### src/rtl/usi_slave_csr.sv
// usi_slave_csr: USI bus slave endpoint with a bank of RW CSRs,
// a read-only status word and an optional interrupt block.
// Ports: iSysClk/iSysRst clock and sync reset; iSUsiWd/iSUsiAdrs/iSUsiWCke
// master command; oSUsiRd/oSUsiVd read response; oCsrQ/oCsrWe CSR contents
// and write strobes; iStatus status word (0x0080); iIrqSrc/oIrq interrupts.
// Build option: define USI_SLAVE_IRQ_EN for IRQ status (0x0081) and mask (0x0082).
module usi_slave_csr #(
   parameter logic [7:0] pBusAdrs = 8'h01,
   parameter int          pCsrNum  = 8,
   parameter int          pIrqNum  = 4
) (
   input  logic                   iSysClk,
   input  logic                   iSysRst,
   input  logic [31:0]            iSUsiWd,
   input  logic [31:0]            iSUsiAdrs,
   input  logic                   iSUsiWCke,
   output logic [31:0]            oSUsiRd,
   output logic                   oSUsiVd,
   output logic [32*pCsrNum-1:0]  oCsrQ,
   output logic [pCsrNum-1:0]     oCsrWe,
   input  logic [31:0]            iStatus,
   input  logic [pIrqNum-1:0]     iIrqSrc,
   output logic                   oIrq
);

   localparam logic [15:0] lpStsAdr    = 16'h0080;
   localparam logic [15:0] lpIrqStsAdr = 16'h0081;
   localparam logic [15:0] lpIrqMskAdr = 16'h0082;

   logic [1:0]  w_cmd;
   logic        w_hit;
   logic        w_wr;
   logic        w_rd;
   logic [31:0] w_rdata;
   logic        w_unused;

   logic        r_s1_vld;
   logic        r_s1_wr;
   logic [15:0] r_s1_adr;
   logic [31:0] r_s1_wd;

   logic [31:0]        r_csr [pCsrNum];
   logic [pCsrNum-1:0] r_we;
   logic [31:0]        r_rd;
   logic               r_vd;

   assign w_cmd = iSUsiAdrs[31:30];
   // Only write (1) and read (2) for our bus address enter the pipe.
   assign w_hit = iSUsiWCke
                & ((w_cmd == 2'd1) | (w_cmd == 2'd2))
                & (iSUsiAdrs[23:16] == pBusAdrs);

   always_ff @(posedge iSysClk) begin
      if (iSysRst) begin
         r_s1_vld <= 1'b0;
         r_s1_wr  <= 1'b0;
         r_s1_adr <= '0;
         r_s1_wd  <= '0;
      end else begin
         r_s1_vld <= w_hit;
         r_s1_wr  <= (w_cmd == 2'd1);
         r_s1_adr <= iSUsiAdrs[15:0];
         r_s1_wd  <= iSUsiWd;
      end
   end

   assign w_wr = r_s1_vld & r_s1_wr;
   assign w_rd = r_s1_vld & ~r_s1_wr;

   always_ff @(posedge iSysClk) begin
      if (iSysRst) begin
         for (int k = 0; k < pCsrNum; k++) r_csr[k] <= '0;
         r_we <= '0;
      end else begin
         r_we <= '0;
         for (int k = 0; k < pCsrNum; k++) begin
            if (w_wr && (r_s1_adr == 16'(k))) begin
               r_csr[k] <= r_s1_wd;
               r_we[k]  <= 1'b1;
            end
         end
      end
   end

`ifdef USI_SLAVE_IRQ_EN
   logic [pIrqNum-1:0] r_irq_sts;
   logic [pIrqNum-1:0] r_irq_msk;
   logic [pIrqNum-1:0] w_irq_clr;
   logic               r_irq;

   assign w_irq_clr = (w_wr && (r_s1_adr == lpIrqStsAdr))
                    ? r_s1_wd[pIrqNum-1:0] : '0;

   // Sources are OR-ed in after the W1C clear so a coincident set wins.
   always_ff @(posedge iSysClk) begin
      if (iSysRst) begin
         r_irq_sts <= '0;
         r_irq_msk <= '0;
         r_irq     <= 1'b0;
      end else begin
         r_irq_sts <= (r_irq_sts & ~w_irq_clr) | iIrqSrc;
         if (w_wr && (r_s1_adr == lpIrqMskAdr))
            r_irq_msk <= r_s1_wd[pIrqNum-1:0];
         r_irq <= |(r_irq_sts & r_irq_msk);
      end
   end

   assign oIrq     = r_irq;
   assign w_unused = ^iSUsiAdrs[29:24];
`else
   assign oIrq     = 1'b0;
   assign w_unused = ^{iSUsiAdrs[29:24], iIrqSrc};
`endif

   always_comb begin
      w_rdata = '0;
      for (int k = 0; k < pCsrNum; k++)
         if (r_s1_adr == 16'(k)) w_rdata = r_csr[k];
      if (r_s1_adr == lpStsAdr) w_rdata = iStatus;
`ifdef USI_SLAVE_IRQ_EN
      if (r_s1_adr == lpIrqStsAdr) w_rdata = 32'(r_irq_sts);
      if (r_s1_adr == lpIrqMskAdr) w_rdata = 32'(r_irq_msk);
`endif
   end

   // Read bus is zero whenever no response is pending so masters can OR slaves.
   always_ff @(posedge iSysClk) begin
      if (iSysRst) begin
         r_vd <= 1'b0;
         r_rd <= '0;
      end else begin
         r_vd <= w_rd;
         r_rd <= w_rd ? w_rdata : '0;
      end
   end

   for (genvar g = 0; g < pCsrNum; g++) begin : g_q
      assign oCsrQ[32*g +: 32] = r_csr[g];
   end

   assign oCsrWe  = r_we;
   assign oSUsiRd = r_rd;
   assign oSUsiVd = r_vd;

endmodule

### config.mk
export PLATFORM = sky130hd
export DESIGN_NAME = usi_slave_csr
export DESIGN_NICKNAME = d
export VERILOG_FILES = /design/src/rtl/usi_slave_csr.sv
export SDC_FILE = /design/constraint.sdc
export NUM_CORES = 1
export LEC_CHECK = 0
export ABC_CLOCK_PERIOD_IN_PS = 6200
export BUFFER_PORTS_ARGS = -buffer_cell sky130_fd_sc_hd__buf_2
export CELL_PAD_IN_SITES_DETAIL_PLACEMENT = 1
export CELL_PAD_IN_SITES_GLOBAL_PLACEMENT = 2
export CORE_UTILIZATION = 37
export CTS_BUF_LIST = sky130_fd_sc_hd__clkbuf_4
export DETAILED_ROUTE_END_ITERATION = 7
export PLACE_DENSITY = 0.88
export SETUP_SLACK_MARGIN = 0.4
export SLEW_MARGIN = 40
export SYNTH_ARGS = -nofsm -noshare
export SYNTH_HDL_FRONTEND = slang
export SYNTH_SLANG_ARGS = --single-unit
### constraint.sdc
create_clock -name iSysClk -period 6.2 [get_ports iSysClk]
set_input_delay 0.62 -clock iSysClk [delete_from_list [all_inputs] [get_ports iSysClk]]
set_output_delay 0.62 -clock iSysClk [all_outputs]
set_load 0.05 [all_outputs]
==> reports/qor.csv <==
stage,metric,value,unit
worst_setup_path,crit-path max FO,32,
route,DRC viols,0,
logic_synthesis,Synth area leaders,"edfxtp_1 55%, dfxtp_1 13%, nor2_1 5.8%, mux4_2 3.2%, nor2b_1 2.4%",
logic_synthesis,Yosys reg bits,347,
route,Routed WL,55300,microns
logic_synthesis,syn_nets,1218,
placed_design,post-DP HPWL,38800,microns
clocking,clk slew on worst S/H paths,0.07,ns
worst_setup_path,Critical Path AT,3.78,ns
clocking,worst-case clock buffer depth,3,
timing,"Hold Vio Cnt, Final",0,
pwr,Clk pwr share,40.8,%
clocking,Clock Latency Late Sink,0.78,ns
finish,layout cells sized above 1,38.2,%
placed_design,placer congestion estimate,0.910,
timing,setup ws final,2.80,ns
finish,Layout Nets,1667,
clocking,CTS buffer count,96,
finish,Multi-input gate area,0.00412,sq mm
timing,Period minus WS final,3.40,ns
finish,Layout area overhead,29.2,%
pwr,switching power,1.62,mW
floorplanning,std cell rows,70,
timing,maximum clock rate,294,MHz
logic_synthesis,top-count cell post-synth,edfxtp_1,
floorplanning,I/O Pins,401,
route,post-DR vias/cell,5.38,
worst_setup_path,CP max stage delay,0.81,ns
floorplanning,total die area,0.0386,sq mm
timing,crit share post-route,54.9,%
pwr,Sw Ratio,28.4,%
clocking,H-Tree Depth,3,
job,max cap viols,0,
pwr,Gate power share,12.3,%
route,Post-DRT Antenna Nets,0,
logic_synthesis,async set or reset register ratio after synthesis,0,%
placed_design,Place WS,2.80,ns
pwr,VDD IR max,0.132,mV
worst_setup_path,Startpoint Class,flip-flop,
clocking,CTS Sinks,347,
pwr,Sequential Power Share,46.9,%
pwr,Power Total,5.68,mW
logic_synthesis,main flop type after synthesis,edfxtp_1,
clocking,clk root buf,clkbuf_4,
placed_design,IO buf count,389,
worst_setup_path,worst path bufs/invs,0,
outcome,status,"finished, final reports clean",
grt,grt ovf,0,
clocking,postcts setup bufs,0,
pwr,Pleak,7.35,nW
worst_setup_path,Worst Path Required,6.58,ns
logic_synthesis,Mapped Cells,1114,
timing,worst-margin pin slew,0.847,ns
timing,relative slew slack,43.5,%
worst_setup_path,CP Capture Type,flip-flop,
logic_synthesis,Post-synth EDFFs,256,
route,Iter 0 DRT Violations,923,
logic_synthesis,"Warnings, synthesis",0,
logic_synthesis,Post-synth top cells,"256 x edfxtp_1, 215 x nor2_1, 91 x dfxtp_1",
floorplanning,die height,197,microns
floorplanning,core area,0.0370,sq mm
clocking,CTS tree,yes,
finish,FF+latch area,0.00951,sq mm
clocking,post-CTS sizing,0,
logic_synthesis,syn_area_per_cell,12.6,sq um
timing,Setup TNS,0,ns
timing,Slew Limit Fails,0,
timing,Min Hold Slack,0.0829,ns
route,WL/cell,25.7,microns
pwr,cell area power density,314,mW/mm^2
worst_setup_path,WS Path Type,reg2reg,
grt,first-pass GRT wire length,79000,microns
grt,initial antenna violation count,2,
grt,total track usage,28.5,%
finish,Filler cells,4092,
logic_synthesis,area share of the largest cell type after synthesis,54.9,%
logic_synthesis,"area leader, netlist",edfxtp_1,
timing,RSZ-0062 raised after global routing,false,
worst_setup_path,CP top delay family,simple AND/OR/NAND/NOR gates,
route,total number of vias,11600,
logic_synthesis,post-synthesis sequential area ratio,67.9,%
logic_synthesis,post-synthesis cell area,0.0140,sq mm
grt,vias in the first global route,12000,
route,1st-pass router iterations,5,
clocking,Post-CTS Hold Fix Bufs,20,
pwr,cell-internal power,4.07,mW
worst_setup_path,Worst path slowest cell,or4_1,
floorplanning,starting density of the core,37.9,%
worst_setup_path,CP cell instances,"or4_1, nor4_4, and2_1, nand2_1, nand2b_4",
timing,Setup Viol. Count Final,0,
hold_path,HP Class,in2reg,
grt,largest net degree at the start of global routing,51,
timing,Max Clock Skew,0.0540,ns
floorplanning,chip width,197,microns
logic_synthesis,Cell variety after synth,56,
==> worst register-to-register path, delay by kind of cell, from the launching register on <==
| kind | cells | cell delay [ns] |
|---|---|---|
| and+or+nand+nor | 5 | 2.66 |
| DFF | 1 | 0.35 |
==> layer usage <==
layer / vias to the layer above / wire length, microns / global-route usage [%]
met3: 120 / 5300 / 7.17
met2: 660 / 25300 / 44.0
met5: - / 16 / 0
met4: 2 / 2180 / 13.1
li1: 5026 / - / -
met1: 5765 / 22500 / 37.7
==> logic make-up after synthesis <==
kind of cell / after synthesis / synth area share, %
compound gates: 170 / 8.83
fa+ha+maj: 1 / 0.0893
buf+inv: 115 / 3.28
flops: 347 / 67.9
mux: 35 / 4.33
other cells: 1 / 0.0268
simple gates: 445 / 15.5
==> metrics by stage <==
step / instance area, sq um / instances / util, %
final: 18100 / 2151 / 49.0
after global routing: 18100 / 2151 / 49.0
after CTS: 18100 / 2150 / 48.9
after detailed placement: 16500 / 1949 / 44.7
after global placement: 16500 / 1948 / 44.5
after floorplan: 14000 / 1114 / -
==> cell type report <==
type / instances / share of cell area [%]
diodes: 1 / 0.0138
clock buffers: 158 / 6.56
clock inverters: 23 / 1.06
inverters: 36 / 0.747
multi-input cells: 652 / 22.8
flip-flops and latches: 347 / 52.6
well taps: 504 / 3.49
repair buffers: 430 / 12.8
==> power groups by stage <==
stage	clock network (mW)	logic (mW)	registers [mW]
6_report	2.32	0.699	2.67
3_3_place_gp	0	0.678	2.71
2_1_floorplan	0	0.163	2.99
3_5_place_dp	0	0.689	2.72
5_1_grt	2.48	0.725	2.67
4_1_cts	2.37	0.699	2.67
==> path summary, 6_finish.rpt <==
path,from,end,slack (ns),cells past startpoint
worst max-delay path,r_s1_adr[5]$_SDFF_PP0_,r_csr[1][45]$_SDFFCE_PN0P_,2.80,5
worst min-delay path,iSUsiAdrs[12],r_s1_adr[12]$_SDFF_PP0_,0.08,2
worst max register to register,r_s1_adr[5]$_SDFF_PP0_,r_csr[1][45]$_SDFFCE_PN0P_,2.80,5
worst min register to register,r_csr[1][111]$_DFFE_PP_,oSUsiRd[15]$_SDFF_PP0_,0.59,2
==> cell usage in the layout (no fill, tap or decap), drive strengths merged, types with 21 or more instances in the layout <==
cell type,n
a21oi,34
nand3,33
nand2b,40
dfxtp,91
nor2b,54
inv,38
o21ai,22
nand2,38
edfxtp,256
buf,410
clkbuf,158
nor2,215
o221ai,21
==> state kept, by name, summed over array words and instances, names as in the netlist <==
name and flops:
oCsrWe 8, oSUsiVd 1, r_s1_adr 16, r_s1_wd 32, r_s1_vld 1, r_csr 256
r_s1_wr 1, oSUsiRd 32
Power figures use the tool's default switching activity.
